==> src/rtl/seq_mult8_ctrl_pkg.sv <==
// Shared types and constants for the sequential 8x8 multiplier controller.
// SEQ_MULT_ZERO_SKIP_EN enables the zero-nibble step-skip helper.
package seq_mult8_ctrl_pkg;

  localparam int NIB_W  = 4;
  localparam int OPND_W = 8;
  localparam int PROD_W = 16;

  localparam logic [2:0] S_IDLE = 3'd0;
  localparam logic [2:0] S_PP0  = 3'd1;
  localparam logic [2:0] S_PP1  = 3'd2;
  localparam logic [2:0] S_PP2  = 3'd3;
  localparam logic [2:0] S_PP3  = 3'd4;
  localparam logic [2:0] S_DONE = 3'd5;

  localparam logic [3:0] SHIFT_PP0 = 4'd0;
  localparam logic [3:0] SHIFT_PP1 = 4'd4;
  localparam logic [3:0] SHIFT_PP2 = 4'd4;
  localparam logic [3:0] SHIFT_PP3 = 4'd8;

`ifdef SEQ_MULT_ZERO_SKIP_EN
  // Step k uses a-nibble k[0] and b-nibble k[1]; returns the first live step
  // at or after index 'first', or DONE when every remaining step has a zero nibble.
  function automatic logic [2:0] next_live(input logic [2:0] first,
                                           input logic [OPND_W-1:0] a,
                                           input logic [OPND_W-1:0] b);
    logic [2:0]       nxt;
    logic [NIB_W-1:0] na;
    logic [NIB_W-1:0] nb;
    nxt = S_DONE;
    for (int k = 3; k >= 0; k--) begin
      na = (k % 2 == 1) ? a[7:4] : a[3:0];
      nb = (k >= 2)     ? b[7:4] : b[3:0];
      if ((3'(k) >= first) && (na != '0) && (nb != '0))
        nxt = S_PP0 + 3'(k);
    end
    return nxt;
  endfunction
`endif

endpackage

==> src/rtl/fourxfourmultiplier.sv <==
// Combinational 4x4 nibble multiplier (exact variant).
module fourxfourmultiplier (
  input  logic [3:0] a,
  input  logic [3:0] b,
  output logic [7:0] p
);

  assign p = {4'b0000, a} * {4'b0000, b};

endmodule

==> src/rtl/seq_mult8_ctrl_nibsel.sv <==
// Picks the nibble operand pair and accumulate shift for the current PP state.
module seq_mult8_ctrl_nibsel
  import seq_mult8_ctrl_pkg::*;
(
  input  logic [2:0]        state,
  input  logic [OPND_W-1:0] a_q,
  input  logic [OPND_W-1:0] b_q,
  output logic [NIB_W-1:0]  op_a,
  output logic [NIB_W-1:0]  op_b,
  output logic [3:0]        shift
);

  always_comb begin
    op_a  = a_q[3:0];
    op_b  = b_q[3:0];
    shift = SHIFT_PP0;
    case (state)
      S_PP1: begin op_a = a_q[7:4]; op_b = b_q[3:0]; shift = SHIFT_PP1; end
      S_PP2: begin op_a = a_q[3:0]; op_b = b_q[7:4]; shift = SHIFT_PP2; end
      S_PP3: begin op_a = a_q[7:4]; op_b = b_q[7:4]; shift = SHIFT_PP3; end
      default: ;
    endcase
  end

endmodule

==> src/rtl/seq_mult8_ctrl.sv <==
// Sequential 8x8 multiplier: one shared 4x4 multiplier stepped over four partials.
// Build option SEQ_MULT_ZERO_SKIP_EN skips partial steps with a zero nibble.
module seq_mult8_ctrl
  import seq_mult8_ctrl_pkg::*;
#(
  parameter bit CLEAR_ON_IDLE = 1'b1
) (
  input  logic              clk,
  input  logic              rst_n,
  input  logic              in_valid,
  output logic              in_ready,
  input  logic [OPND_W-1:0] a,
  input  logic [OPND_W-1:0] b,
  output logic              out_valid,
  input  logic              out_ready,
  output logic [PROD_W-1:0] r,
  output logic              busy
);

  logic [2:0]        state_q, state_d;
  logic [PROD_W-1:0] acc_q, acc_d;
  logic [PROD_W-1:0] res_q, res_d;
  logic              rdy_en_q;
  logic [OPND_W-1:0] a_q, a_d;
  logic [OPND_W-1:0] b_q, b_d;
  logic [NIB_W-1:0]  op_a, op_b;
  logic [3:0]        shift;
  logic [7:0]        p;
  logic [2:0]        nxt_from_idle, nxt_from_pp;

  seq_mult8_ctrl_nibsel u_nibsel (
    .state (state_q),
    .a_q   (a_q),
    .b_q   (b_q),
    .op_a  (op_a),
    .op_b  (op_b),
    .shift (shift)
  );

  fourxfourmultiplier u_mul (
    .a (op_a),
    .b (op_b),
    .p (p)
  );

`ifdef SEQ_MULT_ZERO_SKIP_EN
  assign nxt_from_idle = next_live(3'd0, a, b);
  assign nxt_from_pp   = next_live(state_q, a_q, b_q);
`else
  // PP states are numbered consecutively, so PP3 + 1 lands on DONE.
  assign nxt_from_idle = S_PP0;
  assign nxt_from_pp   = state_q + 3'd1;
`endif

  assign in_ready  = rdy_en_q && (state_q == S_IDLE);
  assign busy      = (state_q != S_IDLE);
  assign out_valid = (state_q == S_DONE);
  assign r         = out_valid ? acc_q : (CLEAR_ON_IDLE ? '0 : res_q);

  always_comb begin
    state_d = state_q;
    acc_d   = acc_q;
    res_d   = res_q;
    a_d     = a_q;
    b_d     = b_q;
    case (state_q)
      S_IDLE: begin
        if (in_valid && in_ready) begin
          a_d     = a;
          b_d     = b;
          acc_d   = '0;
          state_d = nxt_from_idle;
        end
      end
      S_PP0, S_PP1, S_PP2, S_PP3: begin
        acc_d   = acc_q + ({8'h00, p} << shift);
        state_d = nxt_from_pp;
      end
      S_DONE: begin
        if (out_ready) begin
          res_d   = acc_q;
          state_d = S_IDLE;
        end
      end
      default: state_d = S_IDLE;
    endcase
  end

  always_ff @(posedge clk or negedge rst_n) begin
    if (!rst_n) begin
      state_q  <= S_IDLE;
      acc_q    <= '0;
      res_q    <= '0;
      rdy_en_q <= 1'b0;
    end else begin
      state_q  <= state_d;
      acc_q    <= acc_d;
      res_q    <= res_d;
      rdy_en_q <= 1'b1;
    end
  end

  // Operand latches carry data only and need no reset.
  always_ff @(posedge clk) begin
    a_q <= a_d;
    b_q <= b_d;
  end

endmodule
==> config.mk <==
export PLATFORM = sky130hd
export DESIGN_NAME = seq_mult8_ctrl
export DESIGN_NICKNAME = d
export VERILOG_FILES = /design/src/rtl/seq_mult8_ctrl_pkg.sv /design/src/rtl/fourxfourmultiplier.sv /design/src/rtl/seq_mult8_ctrl_nibsel.sv /design/src/rtl/seq_mult8_ctrl.sv
export SDC_FILE = /design/constraint.sdc
export NUM_CORES = 1
export LEC_CHECK = 0
export BUFFER_PORTS_ARGS = -buffer_cell sky130_fd_sc_hd__buf_4
export CAP_MARGIN = 5
export CORE_MARGIN = 5
export CORE_UTILIZATION = 45
export DETAILED_ROUTE_END_ITERATION = 12
export GPL_TIMING_DRIVEN = 1
export PLACE_DENSITY = 0.75
export SETUP_SLACK_MARGIN = 0.4
export SLEW_MARGIN = 20
export SYNTH_ARGS = -nofsm -noshare
export SYNTH_HDL_FRONTEND = slang
export SYNTH_SLANG_ARGS = --single-unit
==> constraint.sdc <==
create_clock -name clk -period 17.26 [get_ports clk]
set_input_delay 3.452 -clock clk [delete_from_list [all_inputs] [get_ports clk]]
set_output_delay 3.452 -clock clk [all_outputs]
set_load 0.03 [all_outputs]
# Word-level counts from Yosys, hierarchy flattened
# Cells that the tools add are included.
dict set report op_classes {
  addsub 2
  multipliers 1
  n_eq_ne 7
  n_shift 1
  muxes 9
  reduce_logical 12
}
# op count
set ops {}
lappend ops {{$mux 16} 2}
lappend ops {{$pmux 16 s2} 1}
lappend ops {{$add 16x16->16} 1}
lappend ops {{$shl 8x4->16} 1}
lappend ops {{$pmux 3 s3} 1}
lappend ops {{$mul 4x4->8} 1}
lappend ops {{$mux 4} 2}
lappend ops {{$pmux 4 s2} 1}
lappend ops {{$eq 3x2->1 const B} 2}
lappend ops {{$eq 3x3->1 const B} 2}
lappend ops {{$mux 3} 2}
lappend ops {{$reduce_and 2->1} 3}
lappend ops {{$reduce_or 2->1} 3}
lappend ops {{$ne 2x1->1 const B} 2}
lappend ops {{$reduce_or 4->1} 1}
lappend ops {{$add 3x1->3 const B} 1}
lappend ops {{$eq 3x1->1 const B} 1}
lappend ops {{$logic_not 3->1} 1}
lappend ops {{$reduce_bool 3->1} 1}
lappend ops {{$logic_and 1x1->1} 2}
lappend ops {{$reduce_bool 2->1} 1}
dict set report word_totals {
  register_bits 36
  input_bits 20
  output_inout_bits 19
  wordCells 37
}

# Depth between registers and ports, before layout
# Gate-level depths: netlist of run 1.
dict set report depth {
  depth_word 7
  depth_mapped 26
}

# Modules after synthesis
# A second synthesis of run 1 with hierarchy kept.
dict set report hier_totals {
  hier_cells 374
  hier_area_um2 3354.5
}
# module n_inst cells_each area_each_um2 seq_area_each_um2
set by_module_without_submodules {}
lappend by_module_without_submodules {seq_mult8_ctrl 1 283 2607.5 980.9}
lappend by_module_without_submodules {fourxfourmultiplier 1 51 464.2 0.0}
lappend by_module_without_submodules {seq_mult8_ctrl_nibsel 1 40 282.8 0.0}

# Worst setup path after synthesis of run 1
# No wires, ideal clock.
dict set report synth_path {
  kind {register -> register}
  start {register state_q[0]}
  end {register acc_q[15]}
  setup_ns 0.079
  arrival_ns 5.437
  required_ns 17.181
  slack_ns 11.744
  stages_incl_launch_ff 27
  n_path_buf 1
  path_cell_list {dfrtp_1 -> inv_1 -> ha_1 -> and2_1 -> buf_2 -> nor2_2 -> mux2i_1 -> or2_2 -> fa_1 -> inv_1 -> fa_1 -> inv_1 -> fa_1 -> inv_1 -> a21o_1 -> a21oi_1 -> xnor2_1 -> mux2_2 -> and2_1 -> ha_1 -> a21oi_1 -> o211ai_1 -> and2_1 -> a21oi_1 -> o21ai_1 -> mux2i_1 -> mux2i_1}
}
dict set report synth_via {
  elab_chain_len 7
}
# element line
set synth_rtl {}
lappend synth_rtl {{start, declared} seq_mult8_ctrl.sv:20} ;# logic [2:0] state_q, state_d;
lappend synth_rtl {{start signal, assigned} seq_mult8_ctrl.sv:96} ;# state_q <= state_d;
lappend synth_rtl {{$eq 3x2->1 or $eq 3x3->1 (tied branches)} {seq_mult8_ctrl_nibsel.sv:17, seq_mult8_ctrl.sv:66}}
lappend synth_rtl {{$reduce_or 2->1 (no line)} -}
lappend synth_rtl {{$mux 4} seq_mult8_ctrl_nibsel.sv:17} ;# case (state)
lappend synth_rtl {{$mul 4x4->8} fourxfourmultiplier.sv:8} ;# assign p = {4'b0000, a} * {4'b0000, b};
lappend synth_rtl {{$shl 8x4->16} seq_mult8_ctrl.sv:76} ;# acc_d = acc_q + ({8'h00, p} << shift);
lappend synth_rtl {{$add 16x16->16} seq_mult8_ctrl.sv:76}
lappend synth_rtl {{$pmux 16 s2} seq_mult8_ctrl.sv:66} ;# case (state_q)
lappend synth_rtl {{end signal, assigned} seq_mult8_ctrl.sv:92} ;# acc_q <= '0;
lappend synth_rtl {{end signal, assigned} seq_mult8_ctrl.sv:97} ;# acc_q <= acc_d;
lappend synth_rtl {{end, declared} seq_mult8_ctrl.sv:21} ;# logic [PROD_W-1:0] acc_q, acc_d;
# Parallel ways exist; a longest one is shown, timed or not.
# A chain may end at the register's enable or synchronous reset.

# Worst setup path after layout of run 1
dict set report layout_path {
  start {register state_q[2]}
  end {register acc_q[15]}
}
# The elaborated chain is that of the path after synthesis.

==> metrics, run 1 <==
status=completed; core outline area=6277 sq um; Synth area leader=dfrtp_1; final setup fails=0; syn nets=about 360; router iterations before antenna repair=4; CTS tree=done; unrepaired setup endpoints after global routing=false; PD cells=roughly 220 nW/um^2; io pins=39; syn avg cell area=9.657 sq um; post-DP HPWL=approximately 4900 microns; GRT Total Usage=0.1528; FFs w/ async S/R, synth=0.5556; Clock Skew=about 13 ps; vias=2217; PortBufs=38; fin util=0.5282; dpl cells=404; DIE AREA=approximately 8100 sq um; Syn. warnings=0; critical path type=register to register; delay-heaviest family, CP=adder cells; ant diodes=0; largest net degree at the start of global routing=33; Post-Route WL=6059 microns; part of the power in the clock network=0.101; postcts setup bufs=0; initial antenna violation count=0; Slew Viols, Final=0; Yosys reg bits=36; Finished Layout Cells=412; part of the power in combinational logic=0.711; FF/Latch Area=about 1000 sq um; TNS Setup=0 ps; post-route ant nets=0; fill count=600; FMAX=around 170 MHz; top post-synthesis cells by area=dfrtp_1, edfxtp_1, ha_1; Critical Path Sink Type=register; synthesized area=roughly 2900 sq um; die span in y=89.97 microns; reg2reg start=state_q[2]$_DFFE_PN0P_; 1st-iter DRT viols=70; Clk Latency, worst-skew pair=just under 300 ps; fin nets=between 300 and 400; layout cells sized above 1=0.1881; # rows=29; predominant post-synthesis flop cell=dfrtp_1; Multi-input gate area=1789 sq um; share of power burned in registers=0.187; min Tclk post-route=~6000 ps; vias per std cell=5.381; Rel. slew slack=0.5338; RePlAce Congestion=0.9171; DIE WIDTH=89.97 microns; TritonCTS Buffers=5; Clock Tree Root=clkbuf_8; WHS=about 490 ps; Post-CTS Hold Buffers=0; slew at the pin closest to its max-slew limit=roughly 700 ps; Crit-path slowest cell=dfrtp_1; Clock Path Buffers=2; top cell type's share of synthesized area=0.1739; Max FO, Critical Path=22; starting density of the core=0.4584; final hold violations=0; CP Cell Sequence=and2_1, nor2_2, mux2i_1, or2_2, fa_1, inv_1, fa_1, inv_1, fa_1, inv_1, a21o_1, a21oi_1, xnor2_1, mux2_2, and2_1, ha_1, a21oi_1, o211ai_1, and2_1, a21oi_1, o21ai_1, mux2i_1, mux2i_1; period utilization=0.3495; Setup crit start=state_q[2]$_DFFE_PN0P_; post-cts repair resize count=0; clock sink count=36; Net Sw Frac=0.4866; crit path DAT=between 6000 and 7000 ps; hold crit path type=register to register; max capacitance violation total=0; GRT overflow=0; H-tree depth=2; first-pass GRT wire length=10470 microns; Pleak=about 1.6 nW; Routed WL per cell=about 15 microns; Clock transition at path regs=~80 ps; Crit path buffers/inverters=3; startpoint types=register; Cells after Synth=a little under 300; worst vdd ir=around 0.11 mV; internal power=0.0003715 W; HP Start=acc_q[15]$_DFFE_PN0P_; switching pwr=~0.00035 W; Layout area overhead=15.22%; vias in the first global route=2287; DRC violations left=0; post-synthesis sequential area ratio=0.3409; CP peak stage delay=720 ps; Cell variety after synth=56; CP required=17480 ps; EDFF count, synth=16
-- metal layers --
layer,vias to the layer above,wire [microns],GRT usage
li1,1156,-,-
met1,1020,2758,0.1948
met2,41,3073,0.2701
met3,0,228,0.03339
met4,0,0,0.02233
met5,-,0,0
-- registers in the layout, indices dropped and copies added, names as in the netlist --
name	cells
b_q	8
acc_q	16
state_q	3
rdy_en_q	1
a_q	8
-- metrics by stage --
step / worst slack, ps / instance area [sq um] / power (W)
2_1_floorplan: 11740 / 2878 / 0.0005520
3_3_place_gp: 11280 / 3208 / 0.0006368
3_5_place_dp: 11160 / 3208 / 0.0006527
4_1_cts: 11170 / 3316 / 0.0007292
5_1_grt: 10700 / 3316 / 0.0007945
6_report: 11230 / 3316 / 0.0007236
-- cells by family (layout without fill, tap and decap cells) --
kind of cell	after synthesis	after routing	synth area share
and+or+nand+nor	103	103	0.1887
AOI/OAI and AO/OA	71	71	0.1704
adders and majority gates	37	37	0.1739
DFF	36	36	0.3409
buffers and inverters	24	61	0.03739
xor gates and xnor gates	14	14	0.04522
muxes	12	12	0.04218
other	1	1	0.001303
-- synth_stat cells (2+ instances only) --
library cell / count
o21ai_0: 7
o21bai_1: 2
dfrtp_1: 20
nor2b_1: 2
o31ai_1: 2
o22ai_1: 2
fa_1: 5
o211ai_1: 2
a21oi_1: 16
edfxtp_1: 16
nor3_1: 4
nor2_1: 26
xor2_1: 6
o21ai_1: 13
buf_4: 2
a21o_1: 7
buf_2: 2
inv_1: 14
nand3_1: 18
clkbuf_1: 4
a22o_1: 3
a211oi_1: 6
xnor2_1: 7
or2_2: 3
nor2_2: 2
a21oi_2: 2
mux2i_1: 11
and2_1: 5
ha_1: 32
nand2_1: 14
and3_1: 18
-- power by group through the flow --
| stage | sequential (W) | combinational, W | clock [W] |
|---|---|---|---|
| final | 0.000136 | 0.000515 | 0.0000733 |
| after global routing | 0.000140 | 0.000577 | 0.0000780 |
| after CTS | 0.000136 | 0.000518 | 0.0000751 |
| after detailed placement | 0.000138 | 0.000515 | 0 |
| after global placement | 0.000137 | 0.000500 | 0 |
| after floorplan | 0.000129 | 0.000423 | 0 |
-- final cells by class --
cell class / instances / share of cell area
Clock buffer: 6 / 0.02189
Clock inverter: 2 / 0.01057
Inverter: 15 / 0.01698
Multi-Input combinational cell: 238 / 0.5396
Sequential cell: 36 / 0.2958
Tap cell: 77 / 0.02906
Timing Repair Buffer: 38 / 0.08604
-- layout by cell type, fill, tap and decap left out, types with 2 or more instances in the layout --
cell and instances:
buf_4 38, ha_1 32, nor2_1 26, dfrtp_1 20, and3_1 18, nand3_1 18, a21oi_1 16, edfxtp_1 16
inv_1 14, nand2_1 14, o21ai_1 13, mux2i_1 11, xnor2_1 7, a21o_1 7, o21ai_0 7, a211oi_1 6
xor2_1 6, and2_1 5, fa_1 5, clkbuf_8 5, nor3_1 4, or2_2 3, a22o_1 3, nor2b_1 2
nor2_2 2, a21oi_2 2, o31ai_1 2, o22ai_1 2, o211ai_1 2, o21bai_1 2
-- worst register-to-register path, delay by kind of cell, from the launching register on --
kind	cells	cell delay, ps
DFF	1	720
and+or+nand+nor	5	1250
AOI/OAI and AO/OA	6	870
adders and majority gates	4	1880
muxes	4	900
buffers and inverters	3	190
xor gates and xnor gates	1	160
-- path summary, 6_finish.rpt --
path / cells after the start / slack, ps / to
max: 23 / 11230 / acc_q[15]$_DFFE_PN0P_
min: 1 / 490 / acc_q[15]$_DFFE_PN0P_
max reg2reg: 23 / 11230 / acc_q[15]$_DFFE_PN0P_
min reg2reg: 1 / 490 / acc_q[15]$_DFFE_PN0P_
max in group asynchronous: 1 / 14000 / state_q[1]$_DFFE_PN0P_
min in group asynchronous: 1 / 3030 / acc_q[5]$_DFFE_PN0P_
Power figures use the tool's default switching activity.
==> inputs of run 2 (changes only) <==
--- a/config.mk
+++ b/config.mk
@@ -11,7 +11,7 @@
 export CORE_UTILIZATION = 45
 export DETAILED_ROUTE_END_ITERATION = 12
 export GPL_TIMING_DRIVEN = 1
-export PLACE_DENSITY = 0.75
+export PLACE_DENSITY = 0.77
 export SETUP_SLACK_MARGIN = 0.4
 export SLEW_MARGIN = 20
 export SYNTH_ARGS = -nofsm -noshare
==> constraint.sdc (replaced) <==
create_clock -name clk -period 5.5 [get_ports clk]
set_input_delay 1.1 -clock clk [delete_from_list [all_inputs] [get_ports clk]]
set_output_delay 1.1 -clock clk [all_outputs]
set_load 0.03 [all_outputs]
==> run 2 against run 1 <==
Net effect: maximum frequency rose by 13%; routed wire length rose by 16%; register-to-register slack got worse by 11000 ps; sequential share of layout area fell by 3.3 points; via count rose by 10%; critical path depth fell by 1; first-iteration DRC count rose by 57%; global-route usage rose by 1.8 points; largest cell class unchanged; clock skew rose by 0.73 ps; highest routed layer is now met4.
==> metrics, run 2 (synthesis results as in run 1) <==
pre-CTS WS=-0.9912 ps (-11160 ps); 1st-iter DRT viols=110 (+57%); status=completed; period utilization=0.9687 (+0.6192); unrepaired setup endpoints after global routing=true; Multi-input gate area=2029 sq um (+13%); max capacitance violation total=0 (unchanged); commonest cells after routing, fill and taps aside=buf_4, ha_1, nor2_1; Routed WL per cell=16.11 microns (+9.5%); Critical Path Sink Type=register; HP Start=acc_q[15]$_DFFE_PN0P_; vias per std cell=5.604 (+4.1%); post-route ant nets=0 (unchanged); initial antenna violation count=0 (unchanged); Clock Path Buffers=2 (unchanged); dpl cells=410 (+1.5%); critical path type=register to register; Crit path buffers/inverters=3 (unchanged); hold crit path type=register to register; Worst path most repeated cell=ha_4; Largest Register=acc_q; first-pass GRT wire length=11410 microns (+9.0%); starting density of the core=0.4584 (unchanged); vias=2449 (+10%); Clock transition at path regs=80 ps (about the same); final hold violations=0 (unchanged); Finished Layout Cells=437 (+6.1%); DRC violations left=0 (unchanged); CP required=5670 ps (-11810 ps); clock sink count=36 (unchanged); Clock Tree Root=clkbuf_8; # rows=29 (unchanged); FF/Latch Area=980.9 sq um (unchanged); reg2reg start=state_q[1]$_DFFE_PN0P_; vias in the first global route=2444 (+6.9%); router iterations before antenna repair=4 (unchanged); Max FO, Critical Path=4 (-82%); GRT Total Usage=0.1710 (+0.01822); Crit-path slowest cell=fa_1; H-tree depth=2 (unchanged); Post-Route WL=7039 microns (+16%); core outline area=6277 sq um (unchanged); Clk Latency, worst-skew pair=310 ps (+20 ps); max FFs per register=16 (unchanged); Clock Skew=13.30 ps (+0.7288 ps); die span in y=89.97 microns (unchanged); RePlAce Congestion=0.9250 (+0.86%); layout cells sized above 1=0.3583 (+0.1703); DIE AREA=8095 sq um (unchanged); GRT overflow=0 (unchanged); CP peak stage delay=580 ps (-140 ps); FMAX=187.7 MHz (+13%); fill count=512 (-15%); CTS tree=done; startpoint types=register; most common cell after layout, fill and taps aside=buf_4; Layout area overhead=29.65%; delay-heaviest family, CP=compound AO/OA/AOI/OAI gates; DIE WIDTH=89.97 microns (unchanged); Rel. slew slack=0.4600 (-0.07381); largest net degree at the start of global routing=33 (unchanged); ant diodes=0 (unchanged); post-DP HPWL=4850 microns (-0.77%); io pins=39 (unchanged); PortBufs=38 (unchanged); slew at the pin closest to its max-slew limit=807.7 ps (+110.4 ps); fin nets=416 (+6.4%); crit path DAT=5500 ps (-750 ps); post-route setup slack=172.1 ps (-11060 ps); TritonCTS Buffers=5 (unchanged); Slew Viols, Final=0 (unchanged); Setup crit start=state_q[1]$_DFFE_PN0P_; min Tclk post-route=5328 ps (-704.6 ps); final setup fails=0 (unchanged); Largest regs=acc_q: 16 flops, a_q: 8 flops, b_q: 8 flops; CP Cell Sequence=inv_2, ha_4, and2_4, a21oi_4, mux2i_2, or2_4, fa_1, inv_1, fa_1, ha_4, a21o_4, a2111oi_4, xor2_2, a211oi_2, ha_4, a211oi_2, o211a_4, buf_4, o21bai_4, a21oi_2, xor2_1, o21ai_1; WHS=477.0 ps (-12.24 ps)
## run 2: cell count changes in the layout (fill, tap and decap cells not counted), sizes merged
| cell | before | now |
|---|---|---|
| buf | 38 | 63 |
| clkinv | 1 | 3 |
| bufinv | 1 | 0 |
| clkbuf | 6 | 5 |
## run 2: layout make-up
type,count,area share
Clock inverter,3,0.005030
Multi-Input combinational cell,238,0.5439
Timing Repair Buffer,63,0.1288
Inverter,15,0.01509
Sequential cell,36,0.2629
Clock buffer,5,0.01844
Tap cell,77,0.02582
## run 2: metal layers
layer | up-vias | global-route usage | share of wire
li1 | 1210 | - | -
met1 | 1151 | 0.2015 | 0.40
met2 | 67 | 0.2988 | 0.51
met3 | 21 | 0.04674 | 0.056
met4 | 0 | 0.05707 | 0.027
met5 | - | 0 | 0
## run 2: path summary, 6_finish.rpt
check                                               to  slack, ps  cells past startpoint
worst max-delay path             acc_q[12]$_DFFE_PN0P_        170                     22
worst min-delay path             acc_q[15]$_DFFE_PN0P_        480                      1
worst max register to register   acc_q[12]$_DFFE_PN0P_        170                     22
worst min register to register   acc_q[15]$_DFFE_PN0P_        480                      1
max in group asynchronous       state_q[2]$_DFFE_PN0P_       4600                      1
min in group asynchronous         acc_q[5]$_DFFE_PN0P_        660                      1
## run 2: what timing repair did
action / CTS / global route
hold buffers: 0 / 0
pin swaps: 26 / 18
gates cloned: 0 / 0
gates resized for setup: 19 / 14
setup endpoints to repair: 8 / 9
setup buffers: 13 / 6
## run 2: worst register-to-register path, delay by kind of cell, from the launching register on
kind,cells,cell delay [ps]
AOI/OAI and AO/OA,9,1950
adders and majority gates,5,1760
DFF,1,420
and+or+nand+nor,2,410
xor gates and xnor gates,2,310
buffers and inverters,3,250
muxes,1,110
## run 2: metrics by stage
step	TNS (ps)	cell area, sq um	util
2_1_floorplan	0	2965	-
3_3_place_gp	0	3334	0.5312
3_5_place_dp	-0.9912	3334	0.5312
4_1_cts	0	3606	0.5744
5_1_grt	-123.9	3731	0.5944
6_report	0	3731	0.5944
Power of run 2 is not shown: default switching activity piles up to over one toggle a cycle in this logic, so the estimate is an artifact.
==> inputs of run 3 (changes only) <==
--- a/config.mk
+++ b/config.mk
@@ -6,12 +6,12 @@
 export NUM_CORES = 1
 export LEC_CHECK = 0
 export BUFFER_PORTS_ARGS = -buffer_cell sky130_fd_sc_hd__buf_4
-export CAP_MARGIN = 5
+export CAP_MARGIN = 25
 export CORE_MARGIN = 5
 export CORE_UTILIZATION = 45
 export DETAILED_ROUTE_END_ITERATION = 12
 export GPL_TIMING_DRIVEN = 1
-export PLACE_DENSITY = 0.77
+export PLACE_DENSITY = 0.63
 export SETUP_SLACK_MARGIN = 0.4
 export SLEW_MARGIN = 20
 export SYNTH_ARGS = -nofsm -noshare
==> run 3 against run 2 <==
Net effect: non-clock buffer count increased by 1; register-to-register slack gained 70 ps; clock skew decreased by 3.4 ps; critical path type unchanged; critical endpoint is now acc_q[15]$_DFFE_PN0P_.
==> metrics, run 3 (synthesis results as in run 1) <==
Clk Latency, worst-skew pair=290 ps (-20 ps); TNS Setup=0 ps (unchanged); CP Cell Sequence=inv_2, ha_4, and2_4, a21oi_4, mux2i_2, or2_4, fa_1, inv_2, fa_1, inv_1, fa_2, buf_4, xnor2_2, a21oi_1, nor2_1, ha_1, o211ai_1, o211ai_1, and2_4, a21oi_2, o21ai_1, mux2i_1, mux2i_1; io pins=39 (unchanged); largest net degree at the start of global routing=33 (unchanged); PortBufs=38 (unchanged); layout cells sized above 1=0.3463 (-0.01207); vias per std cell=5.441 (-2.9%); post-DP HPWL=5038 microns (+3.9%); most common cell after layout, fill and taps aside=buf_4; FMAX=190.0 MHz (+1.2%); 1st-iter DRT viols=65 (-41%); startpoint types=register; final setup fails=0 (unchanged); TritonCTS Buffers=5 (unchanged); ant diodes=0 (unchanged); Pleak=1.773 nW; max FFs per register=16 (unchanged); pre-CTS WS=-52.12 ps (-51.13 ps); vias=2383 (-2.7%); initial antenna violation count=0 (unchanged); GRT overflow=0 (unchanged); Largest Register=acc_q; worst vdd ir=0.4213 mV; Crit-path slowest cell=fa_1; die span in y=89.97 microns (unchanged); Clock Tree Root=clkbuf_8; post-route setup slack=237.8 ps (+65.66 ps); min Tclk post-route=5262 ps (-65.66 ps); FF/Latch Area=980.9 sq um (unchanged); commonest cells after routing, fill and taps aside=buf_4, ha_1, nor2_1; slew at the pin closest to its max-slew limit=747.6 ps (-60.19 ps); fin nets=417 (+0.24%); final hold violations=0 (unchanged); Clock Path Buffers=2 (unchanged); Clock Skew=9.884 ps (-3.418 ps); DRC violations left=0 (unchanged); vias in the first global route=2475 (+1.3%); max capacitance violation total=0 (unchanged); RePlAce Congestion=0.8837 (-4.5%); Max FO, Critical Path=4 (unchanged); clock sink count=36 (unchanged); Critical Path Sink Type=register; WHS Path Cells=1 (unchanged); H-tree depth=2 (unchanged); first-pass GRT wire length=11480 microns (+0.60%); period utilization=0.9568 (-0.01194); GRT Total Usage=0.1713 (+0.0003213); Clock transition at path regs=70 ps (about the same); Layout area overhead=28.70%; post-route ant nets=0 (unchanged); fill count=537 (+4.9%); starting density of the core=0.4584 (unchanged); Routed WL per cell=15.23 microns (-5.4%); Worst R2R Path Depth=23 (+4.5%); DIE AREA=8095 sq um (unchanged); DIE WIDTH=89.97 microns (unchanged); status=completed; Largest regs=acc_q: 16 flops, a_q: 8 flops, b_q: 8 flops; Multi-input gate area=2009 sq um (-0.99%); critical path type=register to register; Post-Route WL=6671 microns (-5.2%); router iterations before antenna repair=4 (unchanged); CP peak stage delay=550 ps (-30 ps); hold crit path type=register to register; crit path DAT=5470 ps (-30 ps); CP required=5710 ps (+40 ps); Rel. slew slack=0.5002 (+0.04024); CTS tree=done; PD cells=712.1 nW/um^2; unrepaired setup endpoints after global routing=true; core outline area=6277 sq um (unchanged); Slew Viols, Final=0 (unchanged); # rows=29 (unchanged)
## run 3: cell types whose count changed in the layout (fill, tap and decap cells not counted), sizes merged
cell	previous run	this run
clkinv	3	2
clkbuf	5	6
buf	63	64
## run 3: layer usage
layer | up-vias | GRT usage | share of wire
li1 | 1211 | - | -
met1 | 1116 | 0.2072 | 0.43
met2 | 44 | 0.3030 | 0.52
met3 | 12 | 0.03756 | 0.040
met4 | 0 | 0.05087 | 0.017
met5 | - | 0 | 0
## run 3: final cells by class
class,count,area share
timing repair buffer,64,0.1297
tap,77,0.02601
multi-input combinational,238,0.5426
clock buffer,6,0.01959
sequential,36,0.2649
inverter,15,0.01520
clock inverter,2,0.002027
## run 3: worst paths after layout
kind                                         from                     to  slack, ps
hold / removal              acc_q[15]$_DFFE_PN0P_  acc_q[15]$_DFFE_PN0P_        480
hold reg to reg             acc_q[15]$_DFFE_PN0P_  acc_q[15]$_DFFE_PN0P_        480
setup reg to reg           state_q[1]$_DFFE_PN0P_  acc_q[15]$_DFFE_PN0P_        240
setup / recovery           state_q[1]$_DFFE_PN0P_  acc_q[15]$_DFFE_PN0P_        240
max in group asynchronous                   rst_n  acc_q[15]$_DFFE_PN0P_       4580
min in group asynchronous                   rst_n  acc_q[10]$_DFFE_PN0P_        680
## run 3: critical path, delay by kind of cell, from the launching register on
kind	cells	cell delay [ps]
XOR/XNOR	1	140
buffers and inverters	4	320
AND/OR/NAND/NOR	4	730
adder cells (fa/ha/maj)	5	1900
AO/OA/AOI/OAI	6	1120
multiplexers	3	550
flip-flops	1	410
## run 3: what timing repair did
item	CTS	global route
resized for setup	15	14
setup endpoints to repair	8	9
pin swaps	16	7
hold buffers	0	0
buffers inserted	10	8
## run 3: per-stage QoR
step	cell area, sq um	total power (W)	cells	utilization	hold slack (ps)
2_1_floorplan	2965	0.001812	298	-	431.6
3_3_place_gp	3349	0.002129	412	0.5336	473.4
3_5_place_dp	3349	0.002153	412	0.5336	476.2
4_1_cts	3576	0.002477	430	0.5697	485.8
5_1_grt	3704	0.002894	438	0.5900	510.9
6_report	3704	0.002637	438	0.5900	477.0
## run 3: report_power, final
group          internal, W  leakage (nW)  switching (W)
sequential        0.000365         0.399      0.0000595
clock            0.0000866        0.0403      0.0000998
combinational     0.000930          1.33        0.00110
